==> config.mk <==
export PLATFORM = sky130hd
export DESIGN_NAME = uart_cmd_parser
export DESIGN_NICKNAME = d
export VERILOG_FILES = /design/src/rtl/uart_cmd_parser.sv
export SDC_FILE = /design/constraint.sdc
export NUM_CORES = 1
export LEC_CHECK = 0
export CORE_UTILIZATION = 53
export CTS_CLUSTER_DIAMETER = 80
export DETAILED_ROUTE_END_ITERATION = 16
export PLACE_DENSITY = 0.76
export SKIP_CTS_REPAIR_TIMING = 1
export SLEW_MARGIN = 5
export SYNTH_ARGS = -nofsm -noshare
export SYNTH_HDL_FRONTEND = slang
export SYNTH_SLANG_ARGS = --single-unit
==> constraint.sdc <==
create_clock -name clk -period 2 [get_ports clk]
set_input_delay 0.4 -clock clk [delete_from_list [all_inputs] [get_ports clk]]
set_output_delay 0.4 -clock clk [all_outputs]
set_load 0.02 [all_outputs]
==> src/rtl/uart_cmd_parser.sv <==
`default_nettype none
// ============================================================================
// Module      : uart_cmd_parser
// Description : Byte-level command decoder between the UART receiver and the
//               game controller. Assembles short ASCII frames into MOVE
//               ('1'..'9' + CR/LF) and NEW_GAME ('R'/'r' + CR/LF) commands,
//               offered on a valid/ready handshake. Every byte the parser
//               accepts is also queued in a small echo FIFO for the UART
//               transmitter.
// Ports       : clk        - system clock, rising edge
//               reset_n    - asynchronous active-low reset
//               rx_data    - received byte, sampled when rx_valid=1
//               rx_valid   - one-cycle strobe per received byte
//               cmd_valid  - command pending
//               cmd_ready  - controller accepts the pending command
//               cmd_type   - 01 MOVE, 10 NEW_GAME, 00 idle
//               cmd_cell   - board cell 0..8 for MOVE, 0 otherwise
//               err        - one-cycle pulse on a malformed frame
//               ovr        - one-cycle pulse when a byte is dropped
//               echo_data  - echo FIFO head byte
//               echo_valid - echo FIFO not empty
//               echo_ready - transmitter pops the head
// Revision    : 1.0 - initial release
// ============================================================================
module uart_cmd_parser #(
    parameter int FIFO_DEPTH = 4,
    parameter int ECHO_EN    = 1
) (
    input  logic       clk,
    input  logic       reset_n,
    input  logic [7:0] rx_data,
    input  logic       rx_valid,
    output logic       cmd_valid,
    input  logic       cmd_ready,
    output logic [1:0] cmd_type,
    output logic [3:0] cmd_cell,
    output logic       err,
    output logic       ovr,
    output logic [7:0] echo_data,
    output logic       echo_valid,
    input  logic       echo_ready
);

    localparam int         c_AW      = $clog2(FIFO_DEPTH);
    localparam logic [c_AW:0] c_PTR_ONE = {{c_AW{1'b0}}, 1'b1};
    localparam bit         c_ECHO_ON = (ECHO_EN != 0);

    localparam logic [1:0] c_ST_IDLE     = 2'd0;
    localparam logic [1:0] c_ST_GOT_MOVE = 2'd1;
    localparam logic [1:0] c_ST_GOT_NEW  = 2'd2;
    localparam logic [1:0] c_ST_HOLD     = 2'd3;

    localparam logic [1:0] c_TYPE_MOVE = 2'b01;
    localparam logic [1:0] c_TYPE_NEW  = 2'b10;

    // ------------------------------------------------------------------
    // Character classification
    // ------------------------------------------------------------------
    logic w_is_digit;
    logic w_is_new;
    logic w_is_term;

    assign w_is_digit = (rx_data >= 8'h31) && (rx_data <= 8'h39);
    assign w_is_new   = (rx_data == 8'h52) || (rx_data == 8'h72);
    assign w_is_term  = (rx_data == 8'h0D) || (rx_data == 8'h0A);

    // ------------------------------------------------------------------
    // Parser FSM
    // ------------------------------------------------------------------
    logic [1:0] r_state;
    logic [1:0] w_next_state;
    logic [3:0] r_cell;
    logic [3:0] w_cell_next;
    logic       w_load_cmd;
    logic       w_clear_cmd;
    logic       w_err;
    logic       w_in_hold;

    assign w_in_hold = (r_state == c_ST_HOLD);

    always_comb begin
        w_next_state = r_state;
        w_cell_next  = r_cell;
        w_load_cmd   = 1'b0;
        w_clear_cmd  = 1'b0;
        w_err        = 1'b0;
        case (r_state)
            c_ST_IDLE: begin
                if (rx_valid) begin
                    if (w_is_digit) begin
                        // Low nibble of '1'..'9' is 1..9, so minus one gives the cell.
                        w_cell_next  = rx_data[3:0] - 4'd1;
                        w_next_state = c_ST_GOT_MOVE;
                    end else if (w_is_new) begin
                        w_next_state = c_ST_GOT_NEW;
                    end else if (!w_is_term) begin
                        w_err = 1'b1;
                    end
                end
            end
            c_ST_GOT_MOVE,
            c_ST_GOT_NEW: begin
                if (rx_valid) begin
                    if (w_is_term) begin
                        w_load_cmd   = 1'b1;
                        w_next_state = c_ST_HOLD;
                    end else begin
                        w_err        = 1'b1;
                        w_next_state = c_ST_IDLE;
                    end
                end
            end
            default: begin
                if (cmd_ready) begin
                    w_clear_cmd  = 1'b1;
                    w_next_state = c_ST_IDLE;
                end
            end
        endcase
    end

    always_ff @(posedge clk or negedge reset_n) begin
        if (!reset_n) begin
            r_state   <= c_ST_IDLE;
            r_cell    <= 4'd0;
            cmd_valid <= 1'b0;
            cmd_type  <= 2'b00;
            cmd_cell  <= 4'd0;
            err       <= 1'b0;
        end else begin
            r_state <= w_next_state;
            r_cell  <= w_cell_next;
            err     <= w_err;
            if (w_load_cmd) begin
                cmd_valid <= 1'b1;
                if (r_state == c_ST_GOT_MOVE) begin
                    cmd_type <= c_TYPE_MOVE;
                    cmd_cell <= r_cell;
                end else begin
                    cmd_type <= c_TYPE_NEW;
                    cmd_cell <= 4'd0;
                end
            end else if (w_clear_cmd) begin
                cmd_valid <= 1'b0;
                cmd_type  <= 2'b00;
                cmd_cell  <= 4'd0;
            end
        end
    end

    // ------------------------------------------------------------------
    // Echo FIFO: extra pointer bit distinguishes full from empty.
    // ------------------------------------------------------------------
    logic [7:0]  r_mem [FIFO_DEPTH];
    logic [c_AW:0] r_wr_ptr;
    logic [c_AW:0] r_rd_ptr;
    logic        w_empty;
    logic        w_full;
    logic        w_pop;
    logic        w_push_req;
    logic        w_push;

    assign w_empty    = (r_wr_ptr == r_rd_ptr);
    assign w_full     = (r_wr_ptr[c_AW] != r_rd_ptr[c_AW]) &&
                        (r_wr_ptr[c_AW-1:0] == r_rd_ptr[c_AW-1:0]);
    assign w_pop      = !w_empty && echo_ready;
    assign w_push_req = c_ECHO_ON && rx_valid && !w_in_hold;
    // A same-edge pop frees the slot the push lands in.
    assign w_push     = w_push_req && (!w_full || w_pop);

    assign echo_valid = !w_empty;
    assign echo_data  = r_mem[r_rd_ptr[c_AW-1:0]];

    always_ff @(posedge clk or negedge reset_n) begin
        if (!reset_n) begin
            r_wr_ptr <= '0;
            r_rd_ptr <= '0;
            for (int i = 0; i < FIFO_DEPTH; i++) begin
                r_mem[i] <= 8'h00;
            end
        end else begin
            if (w_push) begin
                r_mem[r_wr_ptr[c_AW-1:0]] <= rx_data;
                r_wr_ptr <= r_wr_ptr + c_PTR_ONE;
            end
            if (w_pop) begin
                r_rd_ptr <= r_rd_ptr + c_PTR_ONE;
            end
        end
    end

    // Dropped byte: strobed during HOLD, or echo FIFO full with no pop.
    always_ff @(posedge clk or negedge reset_n) begin
        if (!reset_n) begin
            ovr <= 1'b0;
        end else begin
            ovr <= (rx_valid && w_in_hold) || (w_push_req && w_full && !w_pop);
        end
    end

endmodule
`default_nettype wire
==> metrics, run 1 <==
Die Ht 73.4 um; Worst-path clk slew 0.10 ns; Post-synth top flop dfrtp_1; Crit path largest cell delay 0.52 ns; synth top area cells dfrtp_1 49%, mux2_2 15%, mux4_1 6.8%; first-pass GRT wire length 9.23 mm; critical path arrival 1.60 ns; Synth top cells by count 53 x dfrtp_1, 36 x mux2_2, 16 x nand2_1, 12 x ha_1, 11 x inv_1; Syn Nets 218; critical path required time 1.60 ns; Initial Util 0.561; Routed WL 5.81 mm; Max FO, Critical Path 5; r2r startpoint r_state[0]; placed instance count 309; MaxCap Viol Count 0; Via Count 1775; I/O Pins 31; Post-Synth XOR/XNOR Area 0.0292; share of post-route cells with drive strength above 1 0.417; Clock Skew 0.0115 ns; remaining antenna violation count after routing 0; mux contribution to synthesized area 0.269; Slew headroom 0.624; RSZ-0062 raised after global routing yes; Syn Area/Cell 14.0 um2; setup slack, reg-to-reg 0.14 ns; Crit Path Class register to primary output; placed instance area 3250 um2; Lkg Pwr 1.54 nW; violated checks negative setup slack; worst r2r dst r_mem[17]; drc violations 0; H-tree depth 2; CTS root buffer clkbuf_8; Post-synth EDFFs 0; vias in the first global route 1866; Tightest Pin Transition 0.565 ns; Synth Area in Adders 0.0556; final setup violation count 1; CTS sink cnt 53; Period minus WS final 2.00 ns; WHS 0.0674 ns; Yosys reg bits 53; Syn Std Cell Area 2700 um2; CTS Buf Count 5; GRT overflow 0; Hold Path Class input pin to asynchronous set/reset pin; largest family of logic cells by synthesized area multiplexers; CTS tree built; maximum vdd drop 0.000965 V; crit start category register; Synth cell types 36; fill cell count 387; Placer Congestion 0.886; largest net degree at the start of global routing 26; First-pass DRT Iterations 4; Detailed Place HPWL 4.13 mm; critical path, cell by cell clkbuf_16, mux4_2, buf_2; Simple-Gate Fraction of Synth Area 0.0737; diode count 0; post-synthesis compound-gate area fraction 0.0505; Post-synth ARST share 1.00; crit share post-route 1.00; clk buf depth 2; Slew Viols, Final 0; Synth top area share 0.491; synthesized instance count 193; Crit-path slowest cell mux4_2; PD cells 1440 nW/um2; initial antenna violation count 0; Final Util 0.705; input/output buffers 30; Core ar. 4820 um2; Final Hold Viols 0; Non-Filler Instances 319; CP Capture Type primary output; Area Overhead vs Synth 25.7%; fmax 0.499 GHz; Die W 73.4 um; WL/cell 18.2 um; Die Area 5380 um2; most common cell in the netlist dfrtp_1; Synth warnings 0; sequential fraction of the synthesis area 0.491; global router's overall resource usage 0.234; cell area after layout 3390 um2; Worst Setup Slack, final -0.00476 ns; status complete, but fails checks; row count 25; clk_lat worst skew 0.31 ns; FF-to-FF path depth 5; nets 276; mean number of vias per cell 5.56; leading area contributor after synthesis dfrtp_1; initial DRC count 124; pre-CTS WS -0.507 ns
routing by layer:
metal | up-vias | GRT usage | routed length [um] | share of wire
met3 | 9 | 0.0508 | 246 | 0.042
met5 | - | 0 | 0 | 0
met2 | 44 | 0.406 | 2950 | 0.51
met1 | 923 | 0.296 | 2520 | 0.43
met4 | 0 | 0.0662 | 87 | 0.015
li1 | 799 | - | - | -
flip-flops by register name, indices dropped and copies added, names as in the netlist, 2 cells and up:
signal / cells
cmd_cell: 4
r_wr_ptr: 3
r_mem: 32
r_cell: 4
r_rd_ptr: 3
r_state: 2
cmd_type: 2
power by group:
group	total (W)	internal [W]	leakage (nW)	switching [W]
clock network	0.000606	0.000249	0.0445	0.000357
registers	0.00185	0.00153	0.647	0.000322
logic	0.00245	0.00136	0.852	0.00109
layout make-up:
cell class,count,area (um2),share of cell area
clock inverter,3,21.3,0.00627
multi-input combinational,123,1330,0.390
inverter,11,41.3,0.0122
clock buffer,5,68.8,0.0203
timing repair buffer,57,527,0.155
tap,67,83.8,0.0247
sequential,53,1330,0.391
worst max-delay path by stage:
stage / from / to
2_1_floorplan: rx_data[0] / r_cell[0]
3_3_place_gp: rx_data[0] / r_cell[0]
3_5_place_dp: rx_data[0] / r_cell[0]
4_1_cts: r_rd_ptr[0] / echo_data[1]
5_1_grt: r_rd_ptr[0] / echo_data[1]
6_report: r_rd_ptr[0] / echo_data[1]
layout by cell type, fill, tap and decap left out, types with 4 or more instances in the layout:
cell type,synthesis,final
buf_4,2,29
clkbuf_8,0,5
clkdlybuf4s50_1,0,18
dfrtp_1,53,52
ha_1,12,10
inv_1,11,10
mux2_2,36,36
mux2i_1,7,7
mux4_2,1,8
nand2_1,16,16
nand2b_1,4,4
xnor2_1,6,4
kinds of logic after synthesis:
| group | after synthesis |
|---|---|
| AOI/OAI and AO/OA | 11 |
| and+or+nand+nor | 36 |
| adders and majority gates | 12 |
| muxes | 55 |
| xor gates and xnor gates | 9 |
| buffers and inverters | 17 |
| DFF | 53 |
per-stage QoR:
step                total power, W  TNS [ns]
finish                     0.00490  -0.00476
global route               0.00518   -0.0788
CTS                        0.00479     -4.26
detailed placement         0.00418     -5.63
global placement           0.00403     -4.31
floorplan                  0.00325         0
critical path, delay by kind of cell, from the launching register on:
family / cells / cell delay (ns)
multiplexers: 1 / 0.52
flip-flops: 1 / 0.43
buffers and inverters: 2 / 0.36
Note: power is estimated with default switching activity, not from simulation.
==> run 2: changes to the inputs <==
Settings changed: CTS_CLUSTER_SIZE from default to 20.
==> results of run 2 <==
No change in the layout: final DEF, timing and power equal those of run 1.
==> run 3: changes to the inputs <==
Settings changed: CAP_MARGIN from default to 20, CORE_UTILIZATION 53 to 56, PLACE_DENSITY 0.76 to 0.8.
Clock period 2 ns to 2.15 ns, I/O delays scaled along.
==> metrics, run 3 (synthesized netlist as in run 1, its figures left out) <==
status finished clean; CTS tree built; CTS root buffer clkbuf_8; r2r startpoint r_rd_ptr[0]; commonest non-fill, non-tap cell in the layout dfrtp_1; Worst-path clk slew 0.10 ns (about the same); Clock Skew 0.00945 ns (-0.00206 ns); First-pass DRT Iterations 4 (unchanged); Tightest Pin Transition 0.467 ns (-0.0977 ns); vias in the first global route 1929 (+3.4%); Max FO, Critical Path 11 (+6); Sum Neg Setup Slack 0 ns (+0.00476 ns); Crit-path slowest cell mux4_1; crit start category register; MaxCap Viol Count 0 (unchanged); max FFs per register 32 (unchanged); critical path's top delay family multiplexers; Via Count 1785 (+0.56%); clk buf depth 2 (unchanged); RSZ-0062 raised after global routing no; CTS Buf Count 5 (unchanged); Die W 71.4 um (-2.6%); remaining antenna violation count after routing 0 (unchanged); Core ar. 4500 um2 (-6.5%); Area Overhead vs Synth 25.7% (unchanged); most frequent cells in the layout 53 x dfrtp_1, 36 x mux2_2, 25 x buf_4; WHS 0.0451 ns (-0.0223 ns); initial antenna violation count 0 (unchanged); input/output buffers 30 (unchanged); Lkg Pwr 1.60 nW (+3.9%); worst r2r dst r_mem[6]; Routed WL 5.73 mm (-1.4%); Slew headroom 0.689 (+0.0652); crit path buf inv count 2 (unchanged); met3 wire len 205 um (-17%); global router's overall resource usage 0.250 (+0.0159); Die Area 5100 um2 (-5.2%); diode count 0 (unchanged); Final Util 0.754 (+0.0489); H-tree depth 2 (unchanged); maximum vdd drop 0.000902 V (-6.5%); Top reg by flops r_mem; PD cells 1330 nW/um2 (-7.7%); I/O Pins 31 (unchanged); Period minus WS final 2.09 ns; Critical Path End echo_data[3]; largest net degree at the start of global routing 35 (+35%); clk_lat worst skew 0.32 ns (about the same); wire length on met1 2.36 mm (-6.5%); crit share post-route 0.971; final setup violation count 0 (-1); nets 276 (unchanged); GRT overflow 0 (unchanged); mean number of vias per cell 5.87 (+5.5%); critical path required time 1.72 ns (+0.12 ns); Placer Congestion 0.842 (-5.0%); first-pass GRT wire length 9.42 mm (+2.1%); Hold Path Class input pin to asynchronous set/reset pin; share of post-route cells with drive strength above 1 0.361 (-0.0556); Crit Path Class register to primary output; Detailed Place HPWL 4.20 mm (+1.7%); initial DRC count 102 (-18%); Met2 Wirelength 3.08 mm (+4.2%); Crit path largest cell delay 0.56 ns (+0.04 ns); CP Capture Type primary output; row count 24 (-4.0%); Final Hold Viols 0 (unchanged); CTS sink cnt 53 (unchanged); critical path, cell by cell buf_12, mux4_1, dlymetal6s2s_1; Die Ht 71.4 um (-2.6%); setup slack, reg-to-reg 0.23 ns (+0.09 ns); critical path arrival 1.66 ns (+0.06 ns); drc violations 0 (unchanged); Top Registers r_mem (32), cmd_cell (4), r_cell (4); DR top layer met4; Initial Util 0.599 (+0.0389); WL/cell 18.8 um (+3.5%); FF-to-FF path depth 7 (+2); fmax 0.479 GHz; Slew Viols, Final 0 (unchanged); CP Depth 3 (unchanged); CP Launch Point r_rd_ptr[0]
==> run 3: cell count changes in the layout (fill, tap and decap cells not counted), sizes merged <==
cell and delta:
buf -6, dlymetal6s2s +4, clkbuf +2, bufinv +1, clkinv -1, clkinvlp -1
inv +1
==> run 3: layer usage <==
metal / vias to the layer above / track usage
met5: - / 0
met1: 919 / 0.293
li1: 806 / -
met4: 0 / 0.102
met3: 8 / 0.0506
met2: 52 / 0.449
==> run 3: how the worst min path moves through the flow <==
stage / startpoint / end / slack [ns] / depth (start not counted)
4_1_cts: reset_n / r_rd_ptr[1] / 0.06 / 1
5_1_grt: reset_n / r_rd_ptr[0] / 0.07 / 1
6_report: reset_n / r_rd_ptr[1] / 0.05 / 1
3_3_place_gp: reset_n / r_rd_ptr[0] / 0.40 / 1
2_1_floorplan: reset_n / cmd_cell[0] / 0.13 / 0
3_5_place_dp: reset_n / r_rd_ptr[1] / 0.41 / 1
==> run 3: cell type report <==
class                   count  area [um2]
clock buffers               5        68.8
clock inverters             3        47.5
fillers                   292        1110
inverters                  11        41.3
multi-input cells         123        1330
flip-flops and latches     53        1330
well taps                  52        65.1
repair buffers             57         520
==> run 3: per-stage QoR <==
| step | std cells | cell area [um2] | setup WS [ns] | total power, W |
|---|---|---|---|---|
| detailed placement | 295 | 3240 | -0.492 | 0.00391 |
| global route | 304 | 3390 | 0.0186 | 0.00477 |
| CTS | 303 | 3360 | -0.308 | 0.00463 |
| floorplan | 193 | 2700 | 0.170 | 0.00302 |
| global placement | 295 | 3240 | -0.355 | 0.00376 |
| finish | 304 | 3390 | 0.0624 | 0.00452 |
==> run 3: where the power goes <==
part | total, W | switching (W) | leakage [nW] | internal, W
registers | 0.00169 | 0.000267 | 0.648 | 0.00142
clock network | 0.000712 | 0.000356 | 0.0591 | 0.000356
logic | 0.00213 | 0.000971 | 0.897 | 0.00116
total | 0.00452 | 0.00159 | 1.60 | 0.00293
==> variant 1 (config.mk and constraints of run 3) <==
The parameter `FIFO_DEPTH` goes from 4 to 8.
--- a/src/rtl/uart_cmd_parser.sv
+++ b/src/rtl/uart_cmd_parser.sv
@@ -25,3 +25,3 @@
 module uart_cmd_parser #(
-    parameter int FIFO_DEPTH = 4,
+    parameter int FIFO_DEPTH = 8,
     parameter int ECHO_EN    = 1
Behaviour: not the same (a bounded check fails within 10 cycles, from zero or initial values and one cycle with reset_n low).
==> variant 1 against run 3 <==
Setup slack got worse by 0.30 ns; highest routed layer unchanged; utilization is 0.33 points higher; wire length is 67% higher; count of clock-buffer cells in the layout is 4 higher; cell area is 64% higher; synthesized area up 61%; largest cell class unchanged; combinational power increased by 100%; critical path depth is 1 higher; the flow now finishes with violations (negative setup slack); sequential share of layout area about the same; sequential cell count up 34; total power increased by 90%.
==> variant 1: results (changes against run 3) <==
Route
The per-cell via count in the routed design was 5.679 (-3.3%). The detailed route wirelength on metal2 is 4.782 mm (+55%).

Placement
The post-placement setup slack came to -0.5124 ns (-0.01993 ns). The post-detailed-placement cell area is 0.005167 mm^2 (+60%).

Final layout
The number of flip-flops under the largest register name is 64 (+100%). The sequential cell area share was 0.3905 (about the same). The clock network contribution to total cell area came to 0.04486 (+0.01058).

The count of multi-input gates is 189 (+54%).

CTS
The deepest level of the CTS H-tree came to 3 (+1). The total CTS buffers is 9 (+4). The clock insertion delay at the later pin of the skew report was 0.36 ns (+0.04 ns).

Worst setup path
The setup slack of the most critical reg-to-reg path is -0.13 ns (-0.36 ns). The destination of the worst register-to-register timing path is r_mem[18]. The logic depth of the worst register-to-register path came to 9 (+2). The master of the slowest instance on the critical path is sky130_fd_sc_hd__mux4_2. The delay contributed by the slowest stage of the critical path is 0.51 ns (-0.05 ns). The peak fanout along the critical path is 8 (-3). The arrival time at the worst endpoint came to 1.96 ns (+0.30 ns).

Power
The power share of the clock group is 0.164 (+0.007). The peak ir drop on the vdd network is 0.8908 mV (-1.3%).

Status
The run finished, with violations left. The checks that failed: negative setup slack.

Timing
The post-route worst setup slack is -0.2377 ns (-0.3001 ns). The worst hold-check slack is 0.005367 ns (-0.03974 ns). The final setup violation count is 57 (+57).

Synth
The adder-cell share of the synthesized area came to 0.02585 (-0.02976). The synthesized-area fraction occupied by xor and xnor cells is 0.02585 (-0.003346). By count the netlist is led by sky130_fd_sc_hd__dfrtp_1 (87), sky130_fd_sc_hd__mux2_2 (76), sky130_fd_sc_hd__mux4_2 (16), sky130_fd_sc_hd__nand2_1 (14), sky130_fd_sc_hd__clkbuf_1 (11).

The count of distinct cell types in the synthesized netlist is 48 (+33%). The portion of the post-synthesis area used by sequential elements is 0.4997 (+0.008517). The net count of the mapped netlist was 324 (+49%).

Floorplan
The number of standard-cell rows in the floorplan is 31 (+29%).

GRT
The number of global-route vias before repair was 2922 (+51%).
-- variant 1: cell count changes in the layout (fill, tap and decap cells not counted), moves of 5 or more --
cell and delta:
sky130_fd_sc_hd__mux4_1 -7, sky130_fd_sc_hd__mux4_2 +15, sky130_fd_sc_hd__dfrtp_1 +33, sky130_fd_sc_hd__buf_4 +15, sky130_fd_sc_hd__mux2_4 +6, sky130_fd_sc_hd__a211oi_4 +5
sky130_fd_sc_hd__dlymetal6s2s_1 -6, sky130_fd_sc_hd__mux2_2 +34, sky130_fd_sc_hd__xor2_1 +5, sky130_fd_sc_hd__buf_12 +9, sky130_fd_sc_hd__buf_6 +10
-- variant 1: per-stage QoR --
stage	instances	TNS, ns	total power, uW
final	480	-6.151	8583
after global routing	480	-10.11	9034
after CTS	476	-7.892	8216
after detailed placement	460	-16.13	6802
after global placement	460	-13.82	6641
after floorplan	302	0	5405
==> variant 2 (flow settings as in run 3) <==
Made on the original files. Register the output `err` once more, without a reset; this adds one clock of latency there. The other outputs are not delayed to match. Comments in the files are not updated.
--- a/src/rtl/uart_cmd_parser.sv
+++ b/src/rtl/uart_cmd_parser.sv
@@ -55,2 +55,4 @@
 
+    logic err_s0;
+
     // ------------------------------------------------------------------
@@ -128,3 +130,3 @@
             cmd_cell  <= 4'd0;
-            err       <= 1'b0;
+            err_s0    <= 1'b0;
         end else begin
@@ -132,3 +134,3 @@
             r_cell  <= w_cell_next;
-            err     <= w_err;
+            err_s0  <= w_err;
             if (w_load_cmd) begin
@@ -200,2 +202,6 @@
 
+    always_ff @(posedge clk) begin
+        err <= err_s0;
+    end
+
 endmodule
Formal check against the unedited RTL: not equivalent (Yosys sat finds a counterexample within 4 cycles, from zero or initial values and one cycle with reset_n low).
==> variant 2 against run 3 <==
Sequential power is 2% higher; wire length shrank 5.8%; sequential cell count is 1 higher; sequential share of layout area rose by 0.67 points; setup slack better by 0.019 ns; total power rose by 0.24%; highest routed layer unchanged; largest power group unchanged; cell area is 0.11% lower; synthesized area grew 0.74%; worst hold slack better by 0.0030 ns.
==> variant 2: results (changes against run 3) <==
Route
The mean routed wirelength per cell came to 17.86 um (-5.2%). The first-iteration detailed-routing DRC count is 78 (-24%).

Synth
The count of distinct cell types in the synthesized netlist is 37 (+2.8%). By area the synthesized netlist is led by sky130_fd_sc_hd__dfrtp_1 (49%), sky130_fd_sc_hd__mux2_2 (15%), sky130_fd_sc_hd__mux4_1 (6.8%). The fraction of synthesis flops using an asynchronous set or reset pin was 0.9815 (-0.01852). The number of standard cells after synthesis is 194 (+0.52%).

The net count of the mapped netlist is 219 (+0.46%). The portion of the post-synthesis area used by sequential elements came to 0.4949 (+0.003745).

GRT
The maximum number of pins on one net before global-route repair is 20 (-43%). The initial antenna violation count was 0 (unchanged). The met3 capacity usage during global routing came to 0.04782 (-0.002813). The met1 track utilization from global routing is 0.2904 (-0.002889).

The all-layer global routing usage came to 0.2409 (-0.009223). The number of global-route vias before repair is 1899 (-1.6%).

Placement
The half-perimeter wire length after detailed placement is 4.140 mm (-1.5%). The cell count after placement came to 294 (-0.34%). The post-detailed-placement cell area came to 0.003232 mm^2 (-0.23%). The post-placement setup slack is -0.4251 ns (+0.06740 ns). The routability congestion estimate is 0.8502 (+1.0%).

Power
The net load switching power is 1557 uW (-2.3%). The peak ir drop on the vdd network is 0.7982 mV (-12%). The static leakage is 0.001628 uW (+1.5%).

Final layout
The fraction of final layout cells sized beyond drive strength 1 is 0.3400 (-0.02111). The count of filler cells inserted in the layout came to 274 (-6.2%). The number of non-clock buffers in the layout is 54 (-5.3%).

The net count reported at finish is 274 (-0.72%). The area of combinational cells with multiple inputs is 0.001305 mm^2 (-1.5%). The number of cells in the finished layout apart from fillers is 302 (-0.66%). The proportion of final cell area spent on non-clock buffers is 0.1520 (-0.001306).

The clock network contribution to total cell area is 0.03432 (+0.00003801). The area added between synthesis and finish is 24.65%.

Timing
The worst hold-check slack was 0.04807 ns (+0.002963 ns). The worst clock skew on the final layout is 0.006693 ns (-0.002756 ns). The maximum frequency from static timing analysis was 483.5 MHz (+0.93%). The slew at the pin with the worst max-slew slack is 0.4291 ns (-0.03781 ns).

Status
The flow ran to the end, and the final reports show no timing, DRC or antenna violations.

Worst setup path
In this run the worst setup path terminates at echo_data[4]. The destination of the worst register-to-register timing path is r_mem[17]. The logic depth of the worst register-to-register path is 6 (-1). The arrival time at the worst endpoint is 1.64 ns (-0.02 ns).

CTS
The total CTS buffers is 5 (unchanged).
variant 2: kinds of logic (layout without fill, tap and decap cells):
| logic type | count (synthesis) | after routing | synth area share |
|---|---|---|---|
| xor gates and xnor gates | 9 | 9 | 0.02898 |
| adders and majority gates | 12 | 12 | 0.05520 |
| muxes | 55 | 55 | 0.2673 |
| DFF | 54 | 54 | 0.4949 |
| AOI/OAI and AO/OA | 11 | 11 | 0.05014 |
| and+or+nand+nor | 36 | 36 | 0.07314 |
| buffers and inverters | 17 | 73 | 0.03036 |
variant 2: power by group through the flow:
stage | clock network, uW | logic, uW | registers [uW]
3_3_place_gp | 0 | 2070 | 1680
5_1_grt | 763 | 2260 | 1770
4_1_cts | 711 | 2170 | 1720
2_1_floorplan | 0 | 1420 | 1620
3_5_place_dp | 0 | 2160 | 1740
6_report | 695 | 2110 | 1730
variant 2: routing by layer:
metal,vias up,routed length [um]
li1,800,-
met1,892,2273
met2,33,2904
met3,9,135
met4,0,80
met5,-,0
